--- src/rtl/dense_activation_stage.sv ---
// ---------------------------------------------------------------------------
// dense_activation_stage
//
// Post-processing stage that sits behind a dense layer. A rising edge on
// in_done captures the layer's accumulators one element per cycle. Each
// element is rescaled with a rounding arithmetic right shift (round half
// toward +inf), optionally clamped by ReLU, and saturated to 2*WIDTH bits.
// The act_out vector has the same shape as a dense layer's input vector.
//
// Build option:
//   DENSE_ACT_RELU_EN  defined   -> negative results are forced to 0
//                      undefined -> signed results saturate at both bounds
//
// Parameters:
//   NEURON_NB  vector length (>= 1)
//   WIDTH      base width; inputs are 4*WIDTH bits, outputs are 2*WIDTH bits
//   SHIFT      right-shift amount, 0 <= SHIFT < 4*WIDTH
//
// Ports:
//   clk        clock
//   reset      synchronous, active-high reset
//   in_done    sticky done level from the upstream layer; rising edge starts a run
//   acc_in     upstream accumulators; held stable while busy
//   act_out    registered activations
//   act_valid  high while act_out holds a complete result
//   busy       high while a run is in progress
// ---------------------------------------------------------------------------
//  state | meaning
//  ------+----------------------------------------------------------
//  IDLE  | after reset, no result held
//  RUN   | writing act_out[idx], one element per cycle
//  DONE  | complete result held, act_valid high, waiting for next start
// ---------------------------------------------------------------------------
module dense_activation_stage #(
    parameter int NEURON_NB = 32,
    parameter int WIDTH     = 8,
    parameter int SHIFT     = 8
) (
    input  logic                          clk,
    input  logic                          reset,
    input  logic                          in_done,
    input  logic signed [4*WIDTH-1:0]     acc_in  [0:NEURON_NB-1],
    output logic signed [2*WIDTH-1:0]     act_out [0:NEURON_NB-1],
    output logic                          act_valid,
    output logic                          busy
);

    localparam logic [1:0] IDLE = 2'd0;
    localparam logic [1:0] RUN  = 2'd1;
    localparam logic [1:0] DONE = 2'd2;

    localparam int IDX_W = (NEURON_NB > 1) ? $clog2(NEURON_NB) : 1;
    localparam logic [IDX_W-1:0] LAST_IDX = IDX_W'(NEURON_NB - 1);

    // One guard bit above the input so the rounding add cannot wrap.
    localparam int AW = 4*WIDTH + 1;

    // Half an LSB of the shifted result; evaluates to 0 when SHIFT is 0,
    // which makes the shift path a plain pass-through.
    localparam logic [AW-1:0] ROUND = (AW'(1) << SHIFT) >> 1;

    localparam logic signed [AW-1:0] SAT_MAX = $signed((AW'(1) << (2*WIDTH-1)) - AW'(1));
    localparam logic signed [AW-1:0] SAT_MIN = ~SAT_MAX;

    logic [1:0]                state;
    logic [IDX_W-1:0]          idx;
    logic                      in_done_q;
    logic                      start;

    logic signed [4*WIDTH-1:0] acc_sel;
    logic signed [AW-1:0]      acc_ext;
    logic signed [AW-1:0]      rounded;
    logic signed [AW-1:0]      shifted;
    logic signed [2*WIDTH-1:0] act_next;

    assign start = in_done & ~in_done_q;

    // Single shared datapath; the FSM walks idx across the vector.
    always_comb begin
        acc_sel  = acc_in[idx];
        acc_ext  = {acc_sel[4*WIDTH-1], acc_sel};
        rounded  = acc_ext + $signed(ROUND);
        shifted  = rounded >>> SHIFT;
`ifdef DENSE_ACT_RELU_EN
        if (shifted < 0) begin
            shifted = '0;
        end
`endif
        act_next = shifted[2*WIDTH-1:0];
        if (shifted > SAT_MAX) begin
            act_next = SAT_MAX[2*WIDTH-1:0];
        end else if (shifted < SAT_MIN) begin
            act_next = SAT_MIN[2*WIDTH-1:0];
        end
    end

    always_ff @(posedge clk) begin
        if (reset) begin
            state     <= IDLE;
            idx       <= '0;
            in_done_q <= 1'b0;
            act_valid <= 1'b0;
            busy      <= 1'b0;
            for (int i = 0; i < NEURON_NB; i++) begin
                act_out[i] <= '0;
            end
        end else begin
            in_done_q <= in_done;
            case (state)
                IDLE, DONE: begin
                    if (start) begin
                        state     <= RUN;
                        idx       <= '0;
                        busy      <= 1'b1;
                        act_valid <= 1'b0;
                    end
                end
                RUN: begin
                    // Starts seen here are deliberately dropped: acc_in is
                    // only guaranteed stable for the run already in flight.
                    act_out[idx] <= act_next;
                    if (idx == LAST_IDX) begin
                        state     <= DONE;
                        idx       <= '0;
                        act_valid <= 1'b1;
                        busy      <= 1'b0;
                    end else begin
                        idx <= idx + IDX_W'(1);
                    end
                end
                default: begin
                    state <= IDLE;
                    idx   <= '0;
                    busy  <= 1'b0;
                end
            endcase
        end
    end

endmodule
--- config.mk ---
export PLATFORM = sky130hd
export DESIGN_NAME = dense_activation_stage
export DESIGN_NICKNAME = d
export VERILOG_FILES = /design/src/rtl/dense_activation_stage.sv
export SDC_FILE = /design/constraint.sdc
export NUM_CORES = 1
export LEC_CHECK = 0
export CAP_MARGIN = 10
export CORE_AREA = 2 2 607 609
export CTS_CLUSTER_SIZE = 8
export DETAILED_ROUTE_END_ITERATION = 8
export DIE_AREA = 0 0 609 611
export HOLD_SLACK_MARGIN = 0.06
export PLACE_DENSITY_LB_ADDON = 0.2
export SLEW_MARGIN = 10
export SYNTH_ARGS = -nofsm -noshare
export SYNTH_HDL_FRONTEND = slang
export SYNTH_SLANG_ARGS = --single-unit
--- constraint.sdc ---
create_clock -name clk -period 4.75 [get_ports clk]
set_input_delay 0.7125 -clock clk [delete_from_list [all_inputs] [get_ports clk]]
set_output_delay 0.7125 -clock clk [all_outputs]
set_load 0.01 [all_outputs]
Word level (Yosys, flattened, before mapping):

Index checks and enable logic that the tools add are counted.

* register bits after elaboration: 522
* latch bits: 0
* bits in writable memories: 0
* ROM bits: 0
* input bits: 1027
* output and inout port bits: 514
* logic and storage cells: 77
* memories: 0

* add/sub/neg operators: 2
* $mul: 0
* div/mod/pow operators: 0
* magnitude comparators: 4
* equal/unequal tests: 5
* shift operators: 0
* mux-type cells: 20
* bitwise gates (word level): 3
* reductions and logical operators: 6

Operators with widths (number)
* $bwmux W512: 1
* $bmux W32 S5: 1
* $demux W16 S5: 1
* $mux W32: 2
* $mux W16: 3
* $add A32 B9 Y33 const B: 1
* $gt A25 B16 Y1 const B: 1
* $lt A25 B16 Y1 const B: 1
* $mux W5: 2
* $pmux W5 S2: 1
* $ge A6 B6 Y1 const B: 1
* $lt A6 B1 Y1 const B: 1
* $not A5 Y6: 1
* $add A5 B1 Y5 const B: 1
* $eq A5 B5 Y1 const B: 1
* $mux W1: 4
* $mux W2: 2
* $ne A2 B2 Y1 const B: 2
* $pmux W1 S2: 2
* $pmux W2 S2: 1
* $reduce_and A3 Y1: 1
* $eq A2 B1 Y1 const B: 1
* $eq A2 B2 Y1 const B: 1
* $logic_not A2 Y1: 1
* 6 further kinds: 6

Longest topological paths before layout:

* word-level depth: 9
* mapped depth: 19
* mapped depth without buffers: 12

Least setup slack after synthesis:

OpenSTA, ideal clock, no wires.

* path type: reg2reg
* from: register idx[1]
* to: register act_out[250] (netlist name)
* library setup time: 0.134 ns
* arrival: 3.763 ns
* data required time: 4.616 ns
* setup slack: 0.853 ns
* cell stages (with the launch flop): 18
* buffers on the path: 9
* period minus slack after synthesis: 3.897 ns
* path through: dfxtp_1 -> buf_2 -> buf_4 -> buf_4 -> buf_4 -> buf_4 -> buf_2 -> buf_2 -> mux4_2 -> a22oi_1 -> nand4_1 -> a211o_1 -> a22oi_1 -> a21oi_2 -> nand2_1 -> buf_2 -> buf_2 -> o22ai_1

* cells in the longest elaborated chain, start to end: 9
* elaborated cells between the ends (all ways): 15
* classes of those cells: add/sub (1); order compare (4); mux (8); bitwise (1); reduce/logical (1)

RTL lines
* start, declared: line 66 `logic [IDX_W-1:0] idx;`
* start signal, assigned: line 128 `idx <= idx + IDX_W'(1);`
* $not A5 Y6 (not written as such) *: line 80, 121
* $bmux W32 S5: line 80 `acc_sel = acc_in[idx];`
* $mux W32 (not written as such) (2 in a row): line 80
* $add A32 B9 Y33: line 82 `rounded = acc_ext + $signed(ROUND);`
* $lt A25 B16 Y1: line 92 `end else if (shifted < SAT_MIN) begin`
* $mux W16: line 92
* $mux W16: line 90 `if (shifted > SAT_MAX) begin`
* $bwmux W512 *: line 121 `act_out[idx] <= act_next;`
* end signal, assigned by index: line 121
* end, declared: line 43 `output logic signed [2*WIDTH-1:0] act_out [0:NEURON_NB-1],`

Mark *: on every way between the ends. The rest lies on a longest branch, timed or not. The select of a mux whose other input is x is not followed.
A chain may end at the register's enable or synchronous reset.

Worst setup path in the final report:

* from: register idx[1]
* to: register act_out[405] (netlist name)

Same word-level chain as after synthesis.

==> results.yml <==
power_and_ir_drop:
  switching_power_mw: 4.08
  vdd_drop_max_uv: 255
  power_frac_seq_pct: 33.1
  p_total_mw: 13.4
  power_leakage_nw: 17.0
  pwr-share-clk_pct: 40.8
  p_sw_share_pct: 30.5
  internal_power_mw: 9.30
  comb_power_share_pct: 26.1
  cellPowerDensity_nw_per_um2: 256
drt:
  drc: 0
  drt_first_pass_iters: 5
  routed_via_density: 3.23
  wl_per_cell_um: 27.7
  vias: 30200
  postRouteAntennaNets: 0
  drtIter0Drc: 1658
  wl_mm: 259
grt:
  grt_overflow_total: 0
  grt_max_degree: 143
  antenna_found_initial: 105
  grt_pass1_wl_mm: 325
  grt_usage_pct: 13.3
  grt_pass1_vias: 30400
synth:
  syn_inst: 2879
  syn_area_per_cell_um2: 8.65
  ys_types: 49
  synthSimpleGateAreaFrac_pct: 8.71
  synth.area.mux_share_pct: 16.2
  synth_top_family_by_area: "compound AO/OA/AOI/OAI gates"
  ys_warn_count: 0
  ys_async_sr_fraction_pct: 0
  synth_edf_count: 0
  synth_seq_cells: 522
  netlist_area_um2: 24900
  synthAdderAreaFrac_pct: 0.302
  synth_compound_area_share_pct: 26.9
  ys_seq_area_share_pct: 42.0
  synth_fp_nets: 3912
  ys.flop_type: "dfxtp_1"
  synthXorXnorAreaFrac_pct: 0.598
finish:
  layout-drive-gt1-share_pct: 18.9
  fin_cells: 9342
  syn_to_final_growth_pct: 110
  fin_util_pct: 14.3
  nets: 5516
  fillCellCount: 41300
  final_area_um2: 52300
die:
  initial_utilization_pct: 6.82
  io_pins: 1541
  dieWidth_um: 609
  fp.dieH_um: 611
  rows: 222
  coreArea_um2: 365000
  dieArea_um2: 372000
clock_tree:
  cts_sinks: 522
  numCtsBuffers: 79
  clk_pin_slew_ns: 0.06
  htreeDepth: 3
  clk_path_buf_depth: 3
  cts_root_buffer: "clkbuf_16"
  cts_tree: "yes"
  clock_latency_ns: 0.68
  hold_buffers: 0
timing:
  max_freq_ghz: 0.213
  slew_violations: 0
  whs_ns: 0.460
  setup-tns-final_ns: 0
  skew_ns: 0.0479
  hold_viol_final: 0
  max-slew-margin-rel_pct: 19.0
  min_period_ns: 4.70
  worst_pin_slew_ns: 1.21
  period_share_pct: 98.9
  setup_ws_ns: 0.0521
  finalSetupViolCount: 0
setup_path:
  crit_chain: "buf_12, buf_16, buf_16, buf_4, mux2i_1, o22ai_2, buf_4, nor4_1, nand2_1, buf_6, nand4_1, or3_4, a2111o_1, a22oi_2, a21oi_4, buf_12, buf_12, buf_12, a21oi_4, buf_12, buf_4, a21oi_1"
  cpMaxStageDelayCell: "or3_4"
  crit_path_max_fanout: 12
  critPathArrivalTime_ns: 5.17
  critPathMostFrequentCell: "buf_12"
  criticalPathCategory: "reg2reg"
  max_stage_delay_ns: 0.40
  critPathCaptureType: "flip-flop"
  crit_path_start_kind: "flip-flop"
  worstPathRequired_ns: 5.22
place:
  portBuffers: 1316
  dpl_worst_slack_ns: -1.06
  gp_congestion: 0.878
  dp_hpwl_mm: 214
  placed_cell_area_um2: 47200
  placedCellCount: 9110
outcome:
  status: "finished clean"
hold_path:
  hold_path.class: "in2reg"
job:
  cap_violations: 0
## power by group through the flow
stage | Combinational [mW] | Clock (mW) | Sequential, mW
4_1_cts | 3.51 | 5.70 | 4.43
3_5_place_dp | 3.17 | 0 | 4.52
6_report | 3.50 | 5.45 | 4.43
5_1_grt | 3.68 | 5.83 | 4.43
2_1_floorplan | 0.835 | 0 | 4.53
3_3_place_gp | 3.18 | 0 | 4.52
## final cells by class
cell class	count	area, um^2	area share [%]
well taps	4816	6030	11.5
flip-flops and latches	522	10500	20.0
diodes	26	65.1	0.124
clock inverters	11	175	0.335
repair buffers	1821	18800	35.9
inverters	5	26.3	0.0503
multi-input cells	2054	14600	28.0
clock buffers	87	2100	4.02
## kinds of logic (layout without fill, tap and decap cells)
| logic type | after synthesis | in the layout |
|---|---|---|
| adder cells (fa/ha/maj) | 6 | 6 |
| AND/OR/NAND/NOR | 464 | 464 |
| other | 0 | 26 |
| flip-flops | 522 | 522 |
| buffers and inverters | 303 | 1924 |
| multiplexers | 393 | 393 |
| AO/OA/AOI/OAI | 1174 | 1174 |
| XOR/XNOR | 17 | 17 |
## per-layer routing
metal	GRT usage [%]	routed length, um	vias to the layer above
met3	3.83	18400	257
met5	0	203	-
met1	15.9	107000	14800
met4	2.91	5800	32
met2	23.2	127000	1177
li1	-	-	14000
## cell usage in the layout, fill, tap and decap left out, types with 10 or more instances in the layout
master	n
dfxtp_1	517
a31oi_1	13
diode_2	26
nand2_1	63
o22ai_2	21
clkbuf_16	87
buf_12	96
a21oi_4	11
nand2_2	14
a211oi_1	55
buf_6	18
buf_4	365
nand3_1	24
a21oi_1	392
nor4_1	22
buf_16	14
mux2i_1	304
o21ai_0	335
nor2_2	28
nor2_1	201
mux2i_2	48
o22ai_1	248
nor4_2	22
and3_1	11
nand4_1	10
clkdlybuf4s50_1	1315
mux2i_4	33
a22oi_1	69
## synthesized netlist by cell type (all sizes together), types with 12 or more instances
cell type / count / area, um^2
dfxtp: 522 / 10500
mux2i: 385 / 3850
nor2: 235 / 882
nor4: 49 / 307
clkbuf: 181 / 679
buf: 117 / 617
a22oi: 71 / 533
a21oi: 404 / 2060
o21ai: 335 / 1680
nand2: 78 / 293
o22ai: 274 / 1710
a211oi: 60 / 475
xnor2: 12 / 105
nand3: 25 / 125
a31oi: 15 / 93.8
## registers in the layout (all words and copies together) (netlist names)
name and count:
idx 5, act_out 512, act_valid 1, busy 1
in_done_q 1, state 2
## critical path: cells and delay by family (launching register included)
kind | cells | cell delay [ns]
muxes | 1 | 0.13
buffers and inverters | 11 | 1.79
AOI/OAI and AO/OA | 6 | 1.26
and+or+nand+nor | 4 | 0.86
DFF | 1 | 0.35
## worst paths after layout
| kind | start | endpoint | slack [ns] | cells after the start |
|---|---|---|---|---|
| hold reg to reg | state[1] | state[1] | 0.47 | 2 |
| hold / removal | reset | act_out[312] | 0.46 | 2 |
| setup reg to reg | idx[1] | act_out[405] | 0.05 | 22 |
| setup / recovery | idx[1] | act_out[405] | 0.05 | 22 |
## what timing repair did
| item | 4_1_cts | 5_1_grt |
|---|---|---|
| pin swaps | 20 | 34 |
| setup endpoints to repair | 505 | 132 |
| resized for setup | 163 | 94 |
| hold endpoints to repair | 0 | 0 |
| buffers inserted | 62 | 35 |
| cloned | 9 | 4 |
Power figures use the tool's default switching activity.
